$ cat src/rtl/pwl_channel_scheduler_if.sv
// Host command/read-back bus for pwl_channel_scheduler.
// The host (master) issues {cmd,wdata} words under a valid/ready handshake
// and observes the result of the most recent READ on rd_valid/rd_data.
interface pwl_channel_scheduler_if;
    logic        cmd_valid;
    logic [2:0]  cmd;
    logic [12:0] wdata;
    logic        cmd_ready;
    logic        rd_valid;
    logic [12:0] rd_data;

    modport master (
        output cmd_valid,
        output cmd,
        output wdata,
        input  cmd_ready,
        input  rd_valid,
        input  rd_data
    );

    modport slave (
        input  cmd_valid,
        input  cmd,
        input  wdata,
        output cmd_ready,
        output rd_valid,
        output rd_data
    );
endinterface

$ cat src/rtl/pwl_channel_scheduler.sv
// pwl_channel_scheduler: shares the 4-channel synth ALU and its per-channel
// register file between the round-robin time-slot sequencer and host register
// accesses. Host writes/reads are queued and committed in order, but never to
// the channel the ALU currently owns, so a channel is never torn mid-slot.
module pwl_channel_scheduler #(
    parameter int NUM_CH     = 4,
    parameter int CH_W       = 2,
    parameter int STEPS      = 8,
    parameter int STEP_W     = 3,
    parameter int ADDR_W     = 4,
    parameter int FIFO_DEPTH = 4
) (
    input  logic                  clk,
    input  logic                  rst_n,
    pwl_channel_scheduler_if.slave host,
    output logic                  alu_en_o,
    output logic [CH_W-1:0]       alu_ch_o,
    output logic [STEP_W-1:0]     alu_step_o,
    output logic                  reg_we_o,
    output logic                  reg_re_o,
    output logic [CH_W-1:0]       reg_ch_o,
    output logic [ADDR_W-1:0]     reg_addr_o,
    output logic [12:0]           reg_wdata_o,
    input  logic [12:0]           reg_rdata_i
);

    localparam int DATA_W  = 13;
    localparam int PTR_W   = $clog2(FIFO_DEPTH);
    localparam int ENTRY_W = 1 + CH_W + ADDR_W + DATA_W;

    localparam logic [2:0] CMD_NOP   = 3'd0;
    localparam logic [2:0] CMD_SEL   = 3'd1;
    localparam logic [2:0] CMD_WRITE = 3'd2;
    localparam logic [2:0] CMD_WRINC = 3'd3;
    localparam logic [2:0] CMD_READ  = 3'd4;
    localparam logic [2:0] CMD_RUN   = 3'd5;

    localparam logic [PTR_W:0]    FIFO_FULL = (PTR_W + 1)'(FIFO_DEPTH);
    localparam logic [STEP_W-1:0] LAST_STEP = STEP_W'(STEPS - 1);
    localparam logic [CH_W-1:0]   LAST_CH   = CH_W'(NUM_CH - 1);

    // Sequencer state
    logic              run_q, run_d;
    logic [CH_W-1:0]   alu_ch_q, alu_ch_d;
    logic [STEP_W-1:0] alu_step_q, alu_step_d;

    // Host selection registers
    logic [CH_W-1:0]   sel_ch_q, sel_ch_d;
    logic [ADDR_W-1:0] sel_addr_q, sel_addr_d;

    // Read-back state
    logic              rd_pend_q, rd_pend_d;
    logic              rd_valid_q, rd_valid_d;
    logic [DATA_W-1:0] rd_data_q, rd_data_d;

    // Op queue: entry = {is_read, ch, addr, data}
    logic [ENTRY_W-1:0] fifo_q [FIFO_DEPTH];
    logic [PTR_W-1:0]   wr_ptr_q, rd_ptr_q;
    logic [PTR_W:0]     count_q;

    logic               accept;
    logic               push;
    logic [ENTRY_W-1:0] push_entry;
    logic               pop;
    logic               fifo_empty;
    logic [ENTRY_W-1:0] head_entry;
    logic               head_rd;
    logic [CH_W-1:0]    head_ch;
    logic [ADDR_W-1:0]  head_addr;
    logic [DATA_W-1:0]  head_data;
    logic               head_eligible;

    // Every command, including SEL/RUN/NOP, waits for queue space so none
    // can overtake queued ops while the queue is full.
    assign host.cmd_ready = (count_q != FIFO_FULL);
    assign accept         = host.cmd_valid && host.cmd_ready;

    assign fifo_empty = (count_q == '0);
    assign head_entry = fifo_q[rd_ptr_q];
    assign {head_rd, head_ch, head_addr, head_data} = head_entry;

    // The head may commit unless a read result is still outstanding or its
    // channel is the one the running ALU is stepping through.
    assign head_eligible = !fifo_empty && !rd_pend_q &&
                           (!run_q || (head_ch != alu_ch_q));
    assign pop           = head_eligible;

    assign reg_we_o    = head_eligible && !head_rd;
    assign reg_re_o    = head_eligible && head_rd;
    assign reg_ch_o    = fifo_empty ? '0 : head_ch;
    assign reg_addr_o  = fifo_empty ? '0 : head_addr;
    assign reg_wdata_o = fifo_empty ? '0 : head_data;

    assign alu_en_o      = run_q;
    assign alu_ch_o      = alu_ch_q;
    assign alu_step_o    = alu_step_q;
    assign host.rd_valid = rd_valid_q;
    assign host.rd_data  = rd_data_q;

    // Decode accepted WRITE/WRINC/READ commands into queue entries
    always_comb begin
        push       = 1'b0;
        push_entry = '0;
        if (accept) begin
            case (host.cmd)
                CMD_WRITE, CMD_WRINC: begin
                    push       = 1'b1;
                    push_entry = {1'b0, sel_ch_q, sel_addr_q, host.wdata};
                end
                CMD_READ: begin
                    push       = 1'b1;
                    push_entry = {1'b1, sel_ch_q, sel_addr_q, DATA_W'(0)};
                end
                default: ;
            endcase
        end
    end

    // Round-robin sequencer next state; a RUN command overrides stepping
    always_comb begin
        run_d      = run_q;
        alu_ch_d   = alu_ch_q;
        alu_step_d = alu_step_q;
        if (run_q) begin
            if (alu_step_q == LAST_STEP) begin
                alu_step_d = '0;
                alu_ch_d   = (alu_ch_q == LAST_CH) ? '0 : alu_ch_q + CH_W'(1);
            end else begin
                alu_step_d = alu_step_q + STEP_W'(1);
            end
        end
        if (accept && (host.cmd == CMD_RUN)) begin
            run_d = host.wdata[0];
            if (host.wdata[1]) begin
                alu_ch_d   = '0;
                alu_step_d = '0;
            end
        end
    end

    // Host channel/address selection, with auto-increment for WRINC
    always_comb begin
        sel_ch_d   = sel_ch_q;
        sel_addr_d = sel_addr_q;
        if (accept) begin
            case (host.cmd)
                CMD_SEL: begin
                    sel_addr_d = host.wdata[ADDR_W-1:0];
                    sel_ch_d   = host.wdata[ADDR_W+CH_W-1:ADDR_W];
                end
                CMD_WRINC: sel_addr_d = sel_addr_q + ADDR_W'(1);
                default: ;
            endcase
        end
    end

    // Read result capture one cycle after the register-file read strobe
    always_comb begin
        rd_pend_d  = rd_pend_q;
        rd_valid_d = rd_valid_q;
        rd_data_d  = rd_data_q;
        if (rd_pend_q) begin
            rd_data_d  = reg_rdata_i;
            rd_valid_d = 1'b1;
            rd_pend_d  = 1'b0;
        end
        if (reg_re_o) begin
            rd_pend_d = 1'b1;
        end
        if (accept && (host.cmd == CMD_READ)) begin
            rd_valid_d = 1'b0;
        end
    end

    // Control registers, all cleared by reset
    always_ff @(posedge clk or negedge rst_n) begin
        if (!rst_n) begin
            run_q      <= 1'b0;
            alu_ch_q   <= '0;
            alu_step_q <= '0;
            sel_ch_q   <= '0;
            sel_addr_q <= '0;
            rd_pend_q  <= 1'b0;
            rd_valid_q <= 1'b0;
            rd_data_q  <= '0;
        end else begin
            run_q      <= run_d;
            alu_ch_q   <= alu_ch_d;
            alu_step_q <= alu_step_d;
            sel_ch_q   <= sel_ch_d;
            sel_addr_q <= sel_addr_d;
            rd_pend_q  <= rd_pend_d;
            rd_valid_q <= rd_valid_d;
            rd_data_q  <= rd_data_d;
        end
    end

    // Queue pointers and occupancy; simultaneous push and pop keep the count
    always_ff @(posedge clk or negedge rst_n) begin
        if (!rst_n) begin
            wr_ptr_q <= '0;
            rd_ptr_q <= '0;
            count_q  <= '0;
        end else begin
            if (push) begin
                wr_ptr_q <= wr_ptr_q + PTR_W'(1);
            end
            if (pop) begin
                rd_ptr_q <= rd_ptr_q + PTR_W'(1);
            end
            case ({push, pop})
                2'b10:   count_q <= count_q + (PTR_W + 1)'(1);
                2'b01:   count_q <= count_q - (PTR_W + 1)'(1);
                default: count_q <= count_q;
            endcase
        end
    end

    // Queue storage; contents are don't-care while the count says empty
    always_ff @(posedge clk) begin
        if (push) begin
            fifo_q[wr_ptr_q] <= push_entry;
        end
    end

endmodule

$ cat src/flat_wrapper.sv
// flat-port wrapper written by rule: the top's interface ports become plain ports
module pwl_channel_scheduler_flat 
#(
    parameter int NUM_CH     = 4,
    parameter int CH_W       = 2,
    parameter int STEPS      = 8,
    parameter int STEP_W     = 3,
    parameter int ADDR_W     = 4,
    parameter int FIFO_DEPTH = 4
)
  (clk, rst_n, alu_en_o, alu_ch_o, alu_step_o, reg_we_o, reg_re_o, reg_ch_o, reg_addr_o, reg_wdata_o, reg_rdata_i, host_cmd_valid, host_cmd, host_wdata, host_cmd_ready, host_rd_valid, host_rd_data);
  pwl_channel_scheduler_if host_i ();
  input  logic clk;
  input  logic rst_n;
  output logic alu_en_o;
  output logic [CH_W-1:0] alu_ch_o;
  output logic [STEP_W-1:0] alu_step_o;
  output logic reg_we_o;
  output logic reg_re_o;
  output logic [CH_W-1:0] reg_ch_o;
  output logic [ADDR_W-1:0] reg_addr_o;
  output logic [12:0] reg_wdata_o;
  input  logic [12:0] reg_rdata_i;
  input wire logic [$bits(host_i.cmd_valid)-1:0] host_cmd_valid;
  input wire logic [$bits(host_i.cmd)-1:0] host_cmd;
  input wire logic [$bits(host_i.wdata)-1:0] host_wdata;
  output wire logic [$bits(host_i.cmd_ready)-1:0] host_cmd_ready;
  output wire logic [$bits(host_i.rd_valid)-1:0] host_rd_valid;
  output wire logic [$bits(host_i.rd_data)-1:0] host_rd_data;
  assign host_i.cmd_valid = host_cmd_valid;
  assign host_i.cmd = host_cmd;
  assign host_i.wdata = host_wdata;
  assign host_cmd_ready = host_i.cmd_ready;
  assign host_rd_valid = host_i.rd_valid;
  assign host_rd_data = host_i.rd_data;
  pwl_channel_scheduler #(.NUM_CH(NUM_CH), .CH_W(CH_W), .STEPS(STEPS), .STEP_W(STEP_W), .ADDR_W(ADDR_W), .FIFO_DEPTH(FIFO_DEPTH)) u_core (.clk(clk), .rst_n(rst_n), .host(host_i), .alu_en_o(alu_en_o), .alu_ch_o(alu_ch_o), .alu_step_o(alu_step_o), .reg_we_o(reg_we_o), .reg_re_o(reg_re_o), .reg_ch_o(reg_ch_o), .reg_addr_o(reg_addr_o), .reg_wdata_o(reg_wdata_o), .reg_rdata_i(reg_rdata_i));
endmodule
$ cat config.mk
export PLATFORM = sky130hd
export DESIGN_NAME = pwl_channel_scheduler_flat
export DESIGN_NICKNAME = d
export VERILOG_FILES = /design/src/rtl/pwl_channel_scheduler_if.sv /design/src/rtl/pwl_channel_scheduler.sv /design/src/flat_wrapper.sv
export SDC_FILE = /design/constraint.sdc
export NUM_CORES = 1
export LEC_CHECK = 0
export CORE_ASPECT_RATIO = 0.6
export CORE_MARGIN = 2
export CORE_UTILIZATION = 40
export CTS_CLUSTER_DIAMETER = 80
export CTS_CLUSTER_SIZE = 16
export DETAILED_ROUTE_END_ITERATION = 8
export HOLD_SLACK_MARGIN = 0.03
export PLACE_DENSITY_LB_ADDON = 0.3
export SLEW_MARGIN = 30
export SYNTH_ARGS = -nofsm -noshare
export SYNTH_HDL_FRONTEND = slang
export SYNTH_SLANG_ARGS = --single-unit
$ cat constraint.sdc
create_clock -name clk -period 2.95 [get_ports clk]
set_clock_uncertainty 0.2 [all_clocks]
set_input_delay 0.59 -clock clk [delete_from_list [all_inputs] [get_ports clk]]
set_output_delay 0.59 -clock clk [all_outputs]
set_load 0.01 [all_outputs]
Word-level counts from Yosys, hierarchy flattened
Memory sizes are Yosys's and may differ from the RTL's.
Cells that the tools add are included.
W data, S select, Z words.
{ "word_totals": {"ff_bits": 34, "ramBits": 80, "in_bits": 32, "output_inout_bits": 42, "word_cells": 73, "mem_count": 1} }
{ "op_classes": {"add_sub_neg": 7, "eq_ne": 11, "n_mux": 23, "n_reduce_logical": 20} }
{ "memory_table": {"columns": ["name", "words", "width", "read_ports", "rd_ports_with_merged_regs", "wr", "line_no", "text"], "rows": [
  ["u_core.fifo_q", 4, 20, 1, 0, 1, "pwl_channel_scheduler.sv:57", "logic [ENTRY_W-1:0] fifo_q [FIFO_DEPTH];"]
]} }
{ "op_table": {"columns": ["cell", "count"], "rows": [
  ["$pmux W20 S2", 1],
  ["$mux W20", 1],
  ["$mux W13", 1],
  ["$mux W2", 6],
  ["$mux W3", 4],
  ["$eq A3 B3 Y1 const B", 3],
  ["$pmux W4 S2", 1],
  ["$logic_and A1 B1 Y1", 7],
  ["$mux W1", 7],
  ["$add A2 B1 Y2 const B", 3],
  ["$add A3 B1 Y3 const B", 2],
  ["$eq A3 B2 Y1 const B", 2],
  ["$pmux W3 S2", 1],
  ["$reduce_bool A2 Y1", 3],
  ["$add A4 B1 Y4 const B", 1],
  ["$eq A2 B2 Y1 const B", 2],
  ["$logic_not A1 Y1", 4],
  ["$mux W4", 1],
  ["$reduce_and A2 Y1", 2],
  ["$eq A3 B1 Y1 const B", 1],
  ["$logic_not A3 Y1", 1],
  ["$ne A3 B3 Y1 const B", 1],
  ["$reduce_or A3 Y1", 1],
  ["$sub A3 B1 Y3 const B", 1],
  ["4 further kinds", 4]
]} }

Longest topological paths before layout
Gate-level depths: netlist (run 1).
{ "logic_depth": {"depth_word": 6, "mapped_depth": 12, "depth_no_buf": 11} }

Worst setup path after synthesis (run 1)
Ideal clock, no wire load.
{ "synth_path": {"kind": "reg-to-reg", "start": "register u_core.rd_ptr_q[0]", "end": "register u_core.count_q[2]", "setup_ps": 79, "t_arrival_ps": 2449, "t_required_ps": 2671, "slack_ps": 222, "stages_incl_launch_ff": 12, "n_path_buf": 1, "period_less_slack_ps": 2728, "cell_sequence": "dfrtp_1 -> buf_6 -> mux4_2 -> xnor2_1 -> a211o_1 -> inv_1 -> ha_1 -> inv_1 -> fa_1 -> xor2_1 -> nor2_1 -> xor2_1"} }
{ "synth_via": {"elab_chain_len": 6, "elab_cells_between_ends": 8, "classes_between": "eq/ne (3); mux (1); reduce/logical (3); memory (1)"} }
{ "synth_rtl": {"columns": ["element", "line_no", "text"], "rows": [
  ["from (decl)", "pwl_channel_scheduler.sv:58", "logic [PTR_W-1:0] wr_ptr_q, rd_ptr_q;"],
  ["from (signal assigned)", "pwl_channel_scheduler.sv:209", "rd_ptr_q <= rd_ptr_q + PTR_W'(1);"],
  ["$mem_v2 Z4 W20 *", null, null],
  ["$ne A2 B2 Y1 *", "pwl_channel_scheduler.sv:85", "(!run_q || (head_ch != alu_ch_q));"],
  ["$logic_or A1 B1 Y1 *", "pwl_channel_scheduler.sv:85", null],
  ["$logic_and A1 B1 Y1 *", "pwl_channel_scheduler.sv:84", "assign head_eligible = !fifo_empty && !rd_pend_q &&"],
  ["named net u_core.head_eligible", "pwl_channel_scheduler.sv:71", "logic head_eligible;"],
  ["$eq A2 B1 Y1 or $eq A2 B2 Y1 (tied branches)", "pwl_channel_scheduler.sv:211", "case ({push, pop})"],
  ["$pmux W3 S2 or $reduce_bool A2 Y1 (tied branches)", null, null],
  ["to (signal assigned)", "pwl_channel_scheduler.sv:212", "2'b10: count_q <= count_q + (PTR_W + 1)'(1);"],
  ["to (signal assigned)", "pwl_channel_scheduler.sv:213", "2'b01: count_q <= count_q - (PTR_W + 1)'(1);"],
  ["to (signal assigned)", "pwl_channel_scheduler.sv:214", "default: count_q <= count_q;"],
  ["to (decl)", "pwl_channel_scheduler.sv:59", "logic [PTR_W:0] count_q;"]
]} }
Mark *: on every way through the listed nets, which the timed path passes. The rest lies on a longest branch.
A chain may end at the register's enable or synchronous reset.

Worst setup path after layout (run 1)
{ "layout_path": {"start": "register u_core.rd_ptr_q[0]", "end": "output reg_re_o"} }
{ "layout_via": {"elab_chain_len": 5} }
{ "layout_rtl": {"columns": ["element", "line_no", "text"], "rows": [
  ["$mem_v2 Z4 W20 *", null, null],
  ["$ne A2 B2 Y1", "pwl_channel_scheduler.sv:85", null],
  ["$logic_or A1 B1 Y1", "pwl_channel_scheduler.sv:85", null],
  ["$logic_and A1 B1 Y1", "pwl_channel_scheduler.sv:84", null],
  ["$logic_and A1 B1 Y1 *", "pwl_channel_scheduler.sv:89", "assign reg_re_o = head_eligible && head_rd;"],
  ["to (decl)", "flat_wrapper.sv:19", "output logic reg_re_o;"]
]} }
Mark *: on every way between the ends. The rest lies on a longest branch, timed or not.

==> run_results.csv, run 1 <==
group,metric,value,unit
floorplanning,rows,30,
clocking,postCtsHoldBufs,0,
floorplanning,initial_core_util,0.418,
global_route,antenna_found_initial,0,
routing,vias_per_cell,4.93,
pwr,peakVddDrop,0.520,mV
clocking,clk_pin_slew,0.05,ns
sta,slew_headroom,0.376,
synth,yosys.area.top_type,"edfxtp_1",
synth,post_synth.cell_area_avg,16.1,um^2
synth,synth.top_cell.area_share,0.500,
floorplanning,design.die.area,0.0129,mm^2
routing,num_vias,2826,
setup_path,rr_worst_depth,11,
clocking,clk_latency,0.40,ns
layout,final_nets,442,
setup_path,startpoint,"u_core.rd_ptr_q[0]",
setup_path,path_max_fanout,3,
sta,maxSlewViolCount,0,
sta,setup_viol,0,
synth,syn-cell-area,0.00480,mm^2
floorplanning,core,0.0115,mm^2
clocking,cts_tree,"yes",
clocking,cts_buffers,17,
synth,ys_seq_area_frac,0.677,
placed_design,io_buffer_count,73,
synth,synth_cells,298,
global_route,grt_util_all_layers,0.174,
layout,final_layout_size_suffix_gt1_frac,0.247,
layout,layout_common_cells,"edfxtp_1 (80), clkdlybuf4s50_1 (53), dfrtp_1 (32)",
setup_path,r2r_start,"u_core.rd_ptr_q[0]",
sta,period_share,0.982,
synth,syn-num-nets,340,
clocking,cts.sinks,114,
clocking,h-tree-depth,4,
floorplanning,die_h,88.9,um
routing,post_drt_wl_per_cell,17.9,um
layout,post-route-util,0.563,
floorplanning,fp.dieW,145,um
setup_path,endpoint,"reg_re_o",
setup_path,path_class,"register to output port",
sta,hold_viol,0,
hold_path,hold_path_class,"register to register",
setup_path,regToRegSetupSlack,0.10,ns
layout,antenna_cells,0,
setup_path,startpoint_type,"register",
sta,final.min_clock_period,2.90,ns
layout,final_common_cell,"edfxtp_1",
pwr,power.density,1020,mW/mm^2
routing,dr.pass1.iters,4,
outcome,status,"finished, final reports clean",
setup_path,critPathCaptureType,"output port",
global_route,grt_pass1_wl,16.3,mm
synth,yosysWarnings,0,
layout,area_delta_synth_final,34.7,%
setup_path,cp.required,2.16,ns
routing,wirelength,10.3,mm
routing,drc_errors,0,
synth,synth.area.top_cells,"edfxtp_1 (50%), dfrtp_1 (18%), mux4_2 (8.9%)",
sta,worst_pin_slew,0.933,ns
routing,antenna_left,0,
layout,nFillCells,961,
job,max_cap_viol_count,0,
setup_path,cp.arrival,2.11,ns
setup_path,r2r-end,"u_core.count_q[2]",
routing,drtIter0Drc,174,
pwr,p_leak,0.00247,uW
floorplanning,io_pins,74,
clocking,cts_buffer_depth,2,
sta,fin_hold_ws,0.303,ns
synth,ys_ff_latch,114,
sta,max_freq,345,MHz
placed_design,dp_hpwl,6.83,mm
synth,synth_cell_types,32,
global_route,grt_overflow_total,0,
sta,rsz0062_at_grt,"yes",
clocking,root_buffer,"clkbuf_16",
global_route,grt_pass1_vias,2940,
placed_design,gp_congestion,0.752,
global_route,grt_max_degree,35,
## final cells by class
type / count / area, um^2 / share of cell area
Inverter: 9 / 33.8 / 0.00522
Clock inverter: 6 / 30.0 / 0.00464
Clock buffer: 26 / 499 / 0.0772
Sequential cell: 114 / 3260 / 0.503
Multi-Input combinational cell: 162 / 1510 / 0.233
Timing Repair Buffer: 96 / 945 / 0.146
Tap cell: 160 / 200 / 0.0309
## where the power goes
part           internal (uW)  leakage [uW]  switching, uW
registers               2050       0.00114            214
logic                   1420       0.00106           1130
clock network           1150      0.000268            644
## per-stage QoR
step / instance area (um^2) / TNS, ns / std cells / total power, uW / worst slack [ns]
global route: 6470 / -0.111 / 573 / 7010 / -0.0404
finish: 6470 / 0 / 573 / 6610 / 0.0529
global placement: 5830 / 0 / 535 / 4670 / 0.0803
detailed placement: 5830 / 0 / 535 / 4740 / 0.0148
CTS: 6390 / -0.0218 / 569 / 6530 / -0.0218
floorplan: 4800 / 0 / 298 / 3610 / 0.222
## timing repair
action,in CTS,in global routing
buffers inserted,1,4
cloned,1,0
resized for setup,34,9
endpoints found under the setup margin,20,3
pin swaps,1,6
## per-layer routing
metal	track usage	wire, um
met1	0.245	5090
met2	0.254	4620
met3	0.0541	472
met4	0.0695	91
met5	0	0
## worst min-delay path by stage
stage / startpoint / end / cells past startpoint
global placement: u_core.host.rd_data[6] / u_core.host.rd_data[6] / 1
detailed placement: u_core.host.rd_data[8] / u_core.host.rd_data[8] / 1
CTS: u_core.host.rd_data[1] / u_core.host.rd_data[1] / 1
floorplan: rst_n / u_core.alu_ch_o[0] / 0
global route: u_core.host.rd_data[8] / u_core.host.rd_data[8] / 1
finish: u_core.host.rd_data[8] / u_core.host.rd_data[8] / 1
## registers in the layout, indices dropped and copies added (netlist names)
register	cells
u_core.rd_ptr_q	2
u_core.alu_step_o	3
u_core.wr_ptr_q	2
u_core.sel_ch_q	2
u_core.count_q	3
u_core.alu_ch_o	2
u_core.host.rd_valid	1
u_core.sel_addr_q	4
u_core.rd_pend_q	1
u_core.host.rd_data	13
u_core.alu_en_o	1
u_core.fifo_q	80
## worst max-delay path, stage by stage (launching register included)
cell     delay [ns]
dfrtp_2        0.36
mux4_2         0.54
xnor2_2        0.16
a211o_1        0.35
nor2b_2        0.15
buf_2          0.15
## kinds of logic (layout without fill, tap and decap cells)
kind of cell,count (synthesis),in the layout,share of synthesized area
flops,114,114,0.677
simple gates,85,85,0.102
mux,40,40,0.137
buf+inv,22,137,0.0195
compound gates,18,18,0.0198
fa+ha+maj,10,10,0.0276
xor+xnor,9,9,0.0164
## synth_stat cells, drive strengths merged
cell type / n
nor3b: 1
nor3: 6
fa: 1
ha: 9
nand3: 3
or3b: 2
buf: 4
mux2: 16
nand3b: 2
nor2: 13
nor2b: 21
xor2: 2
mux4: 19
nand4: 1
inv: 9
a21oi: 9
edfxtp: 80
a211o: 1
nand2: 8
or2: 1
and2: 22
nand4b: 1
clkbuf: 9
dfrtp: 34
o22ai: 1
o21ai: 7
mux2i: 5
nand2b: 4
xnor2: 7
(Power assumes the default switching activity.)
==> run 2: changes to the inputs <==
--- a/config.mk
+++ b/config.mk
@@ -9,7 +9,7 @@
 export CORE_MARGIN = 2
 export CORE_UTILIZATION = 40
 export CTS_CLUSTER_DIAMETER = 80
-export CTS_CLUSTER_SIZE = 16
+export CTS_CLUSTER_SIZE = 14
 export DETAILED_ROUTE_END_ITERATION = 8
 export HOLD_SLACK_MARGIN = 0.03
 export PLACE_DENSITY_LB_ADDON = 0.3
==> results of run 2 <==
Final layout, timing and power as in run 1 (identical DEF).
==> run 3: changes to the inputs <==
--- a/config.mk
+++ b/config.mk
@@ -8,10 +8,11 @@
 export CORE_ASPECT_RATIO = 0.6
 export CORE_MARGIN = 2
 export CORE_UTILIZATION = 40
+export CTS_BUF_LIST = sky130_fd_sc_hd__clkbuf_4
 export CTS_CLUSTER_DIAMETER = 80
 export CTS_CLUSTER_SIZE = 14
 export DETAILED_ROUTE_END_ITERATION = 8
-export HOLD_SLACK_MARGIN = 0.03
+export HOLD_SLACK_MARGIN = 0.1
 export PLACE_DENSITY_LB_ADDON = 0.3
 export SLEW_MARGIN = 30
 export SYNTH_ARGS = -nofsm -noshare
==> run 3 against run 2 <==
  * Highest routed layer unchanged
  * Power fell by 14%
  * Die area did not move
  * Largest cell class unchanged
  * The run now ends with negative setup slack left
  * Largest power group unchanged
  * Clock power fell by 51%
  * Combinational power barely moved
  * Via count fell by 1.4%
  * Critical path depth rose by 7
==> run_results.csv, run 3 (same netlist as run 1, synthesis figures left out) <==
group,metric,value,unit
layout,layout_common_cells,"edfxtp_1 (80), clkdlybuf4s50_1 (52), dfrtp_1 (32)",
sta,hold_viol,0,
layout,final_cell_area,0.00616,mm^2
sta,worst_pin_slew,0.885,ns
routing,drtIter0Drc,224,
layout,post-route-util,0.536,
pwr,total_power,5680,uW
sta,period_share,1.03,
pwr,peakVddDrop,0.398,mV
layout,largest_register_ffs,80,
clocking,cts.sinks,114,
sta,max_freq,328,MHz
routing,routed.top_layer,"met4",
pwr,power.density,922,mW/mm^2
floorplanning,core,0.0115,mm^2
pwr,pwr-share-seq,0.396,
floorplanning,die_h,88.9,um
routing,wl_met3,569,um
clocking,root_buffer,"clkbuf_4",
global_route,grt_overflow_total,0,
floorplanning,io_pins,74,
routing,dr.pass1.iters,4,
clocking,cts_buffers,17,
layout,final_nets,444,
routing,antenna_left,0,
setup_path,crit_chain,"mux4_2, xnor2_1, a211o_1, buf_4, buf_4, inv_1, ha_2, inv_1, fa_2, xor2_1, nor2_1, xor2_1",
placed_design,post_dp_cell_area,0.00583,mm^2
setup_path,cpPeakStageDelay,0.53,ns
setup_path,path_max_fanout,3,
routing,drc_errors,0,
sta,rsz0062_at_grt,"yes",
sta,fin_hold_ws,0.311,ns
global_route,grt_util_all_layers,0.169,
setup_path,cp.arrival,3.27,ns
global_route,grt_pass1_vias,2955,
pwr,comb_power_share,0.448,
layout,final_layout_size_suffix_gt1_frac,0.248,
routing,vias_per_cell,4.85,
setup_path,startpoint_type,"register",
placed_design,dp_hpwl,6.83,mm
clocking,clk_pin_slew,0.09,ns
outcome,violations,"negative setup slack",
pwr,p_int,3830,uW
floorplanning,fp.dieW,145,um
setup_path,path_class,"register to register",
pwr,switching_power,1840,uW
sta,worst_slack,-0.102,ns
routing,num_vias,2786,
sta,final.min_clock_period,3.05,ns
layout,max_flop_register,"u_core.fifo_q",
global_route,grt_pass1_wl,16.0,mm
setup_path,crit_buf_inv,4,
setup_path,critPathCaptureType,"register",
routing,wl_met1,4.84,mm
setup_path,cp_top_family,"multiplexers",
floorplanning,rows,30,
layout,final_common_cell,"edfxtp_1",
job,max_cap_viol_count,0,
pwr,p_leak,0.00234,uW
sta,slew_headroom,0.408,
placed_design,io_buffer_count,73,
routing,wirelength,9.96,mm
outcome,status,"finished with violations",
floorplanning,design.die.area,0.0129,mm^2
clocking,postCtsHoldBufs,0,
clocking,h-tree-depth,4,
global_route,antenna_found_initial,0,
sta,maxSlewViolCount,0,
setup_path,crit_slowest_cell,"mux4_2",
floorplanning,initial_core_util,0.418,
clocking,cts_tree,"yes",
clocking,cts_buffer_depth,2,
placed_design,gp_congestion,0.752,
layout,antenna_cells,0,
hold_path,hold_path_class,"input pin to asynchronous set/reset pin",
global_route,grt_max_degree,35,
sta,setup_viol,6,
routing,post_drt_wl_per_cell,17.3,um
pwr,switching_share,0.325,
routing,wl_met2,4.46,mm
pwr,power_frac_clock,0.156,
sta,tns,-0.264,ns
layout,area_delta_synth_final,28.3,%
clocking,clk_latency,0.49,ns
setup_path,cp.required,3.17,ns
run 3: worst reg2reg max path, cell delays in order, from the launching register on:
cell and delay [ns]:
dfrtp_2 0.43, mux4_2 0.53, xnor2_1 0.15, a211o_1 0.34, buf_4 0.15, buf_4 0.13
inv_1 0.06, ha_2 0.17, inv_1 0.05, fa_2 0.34, xor2_1 0.15, nor2_1 0.13
xor2_1 0.15
run 3: path summary, 6_finish.rpt:
kind | slack, ns | startpoint | cells after the start | endpoint
hold / removal | 0.31 | rst_n | 2 | u_core.host.rd_data[9]
setup reg to reg | -0.10 | u_core.rd_ptr_q[0] | 12 | u_core.count_q[2]
min in group clk | 0.31 | u_core.host.rd_data[1] | 1 | u_core.host.rd_data[1]
hold reg to reg | 0.31 | u_core.host.rd_data[1] | 1 | u_core.host.rd_data[1]
max in group asynchronous | 1.90 | rst_n | 2 | u_core.rd_ptr_q[0]
setup / recovery | -0.10 | u_core.rd_ptr_q[0] | 12 | u_core.count_q[2]
run 3: stage by stage:
step	setup WS, ns	std cells
4_1_cts	-0.109	573
6_report	-0.102	575
3_5_place_dp	0.0148	535
3_3_place_gp	0.0803	535
5_1_grt	-0.228	575
2_1_floorplan	0.222	298
run 3: layout make-up:
| class | count | area [um^2] |
|---|---|---|
| Timing Repair Buffer | 98 | 988 |
| Clock buffer | 22 | 165 |
| Fill cell | 996 | 5330 |
| Multi-Input combinational cell | 162 | 1470 |
| Tap cell | 160 | 200 |
| Clock inverter | 10 | 45.0 |
| Inverter | 9 | 33.8 |
| Sequential cell | 114 | 3260 |
run 3: timing repair:
action | 4_1_cts | 5_1_grt
pin swaps | 1 | 3
cloned | 1 | 0
resized for setup | 41 | 10
buffers inserted | 5 | 2
setup endpoints to repair | 20 | 17
run 3: layer usage:
layer | global-route usage | vias to the layer above
met3 | 0.0624 | 8
met1 | 0.237 | 1386
met2 | 0.249 | 80
met5 | 0 | -
li1 | - | 1312
met4 | 0.0535 | 0
run 3: power by group through the flow:
stage | Clock [uW] | Combinational (uW) | Sequential (uW)
CTS | 924 | 2520 | 2260
floorplan | 0 | 1330 | 2280
global placement | 0 | 2410 | 2260
global route | 1010 | 2770 | 2290
detailed placement | 0 | 2460 | 2280
finish | 886 | 2540 | 2250
==> patch: new RTL, flow settings as in run 3 <==
Reset style: synchronous (`rst_n`), changed in 2 clocked blocks.
--- a/src/rtl/pwl_channel_scheduler.sv
+++ b/src/rtl/pwl_channel_scheduler.sv
@@ -174,5 +174,5 @@
 
     // Control registers, all cleared by reset
-    always_ff @(posedge clk or negedge rst_n) begin
+    always_ff @(posedge clk) begin
         if (!rst_n) begin
             run_q      <= 1'b0;
@@ -197,5 +197,5 @@
 
     // Queue pointers and occupancy; simultaneous push and pop keep the count
-    always_ff @(posedge clk or negedge rst_n) begin
+    always_ff @(posedge clk) begin
         if (!rst_n) begin
             wr_ptr_q <= '0;
Function: differs if rst_n is asserted again (counterexample within 4 cycles, from zero or initial values and one cycle with rst_n low); with rst_n held inactive, the same outputs for 4 cycles.
==> patch against run 3 <==
Non-clock buffer count rose by 2. Cell count up 6.1%. Synthesized area is 1.4% higher. Wire length is 0.23% lower. Synthesized cell count up 10%. Die area increased by 1.3%. Setup slack improved by 130 ps. Final area is 2.5% higher. Sequential share of layout area down 3.3 points. Power is 21% lower. Global-route usage down 1.0 points. Sequential cell count rose by 2.
==> patch: results (changes against run 3) <==
----------------------------------------------------
[Placement]
  Total half-perimeter wirelength after legalization and detailed placement ... 6.72 mm (-1.6%)
  Routability-driven placement congestion ratio ... 0.760 (+1.1%)

[Worst setup path]
  Type of the worst setup path ... flop to output port
  FF-to-FF setup slack ... 40 ps (+140 ps)
  Capture point of the worst path ... reg_we_o
  Crit Path Max Fanout ... 4 (+1)
  Destination of the worst register-to-register timing path ... u_core.count_q[2]$_SDFFE_PN0P_

[Yosys]
  Net count after synthesis ... 370 (+8.8%)
  Adder-cell area share of the yosys netlist ... 2.72% (-0.038 points)
  Post-synthesis cell type count ... 38 (+19%)
  Compound-Gate Fraction of Synth Area ... 3.39% (+1.4 points)
  Post-synthesis mux area share ... 13.7% (+0.019 points)
  Parity-gate share of the synthesized area counting xor and xnor cells ... 1.41% (-0.23 points)
  Top post-synthesis cells by count ... sky130_fd_sc_hd__edfxtp_1, sky130_fd_sc_hd__dfxtp_1, sky130_fd_sc_hd__nor2b_1, sky130_fd_sc_hd__and2_1, sky130_fd_sc_hd__mux2i_1

[Pwr]
  Worst vdd ir ... 0.270 mV (-32%)
  Clock network power share ... 27.7% (+12 points)
  Pleak ... 2.27 nW (-3.1%)

[Routing]
  Avg WL per Cell ... 16.3 um (-6.0%)
  Vias ... 2880 (+3.4%)
  Drt first-iter violations ... 70 (-69%)

[Timing]
  Max Clk Rate ... 343 MHz (+4.6%)
  Max-Slew Margin vs Limit ... 58.3% (+18 points)

[Final layout]
  Final layout net count ... 474 (+6.8%)
  Fillcell total ... 1022 (+2.6%)

[Outcome]
  Result of the run ... finished, final reports clean

[Clock tree]
  Post-cts repair resize count ... 32 (-22%)

----------------------------------------------------
-- patch: through the flow --
step	instance area [um^2]	TNS [ps]	std cells	hold slack (ps)
3_5_place_dp	5900	-17.9	573	276
3_3_place_gp	5900	0	573	262
2_1_floorplan	4870	0	328	245
4_1_cts	6260	-128	607	281
5_1_grt	6310	-378	610	319
6_report	6310	0	610	286
-- patch: metal layers --
metal  vias up  global-route usage [%]
met1      1395                    22.0
met3         9                    5.26
li1       1409                       -
met5         -                       0
met4         0                    5.65
met2        67                    23.8
-- patch: final cells by class --
cell class / count / share of cell area (%)
Clock buffer: 19 / 2.26
Clock inverter: 13 / 2.60
Inverter: 7 / 0.416
Multi-Input combinational cell: 190 / 26.8
Sequential cell: 116 / 49.6
Tap cell: 165 / 3.27
Timing Repair Buffer: 100 / 15.1
-- patch: critical path, delay by kind of cell (launching register included) --
family          cells  cell delay (ps)
simple gates        1              150
xor+xnor            1              170
compound gates      1              230
flops               1              380
buf+inv             1              130
mux                 1              570
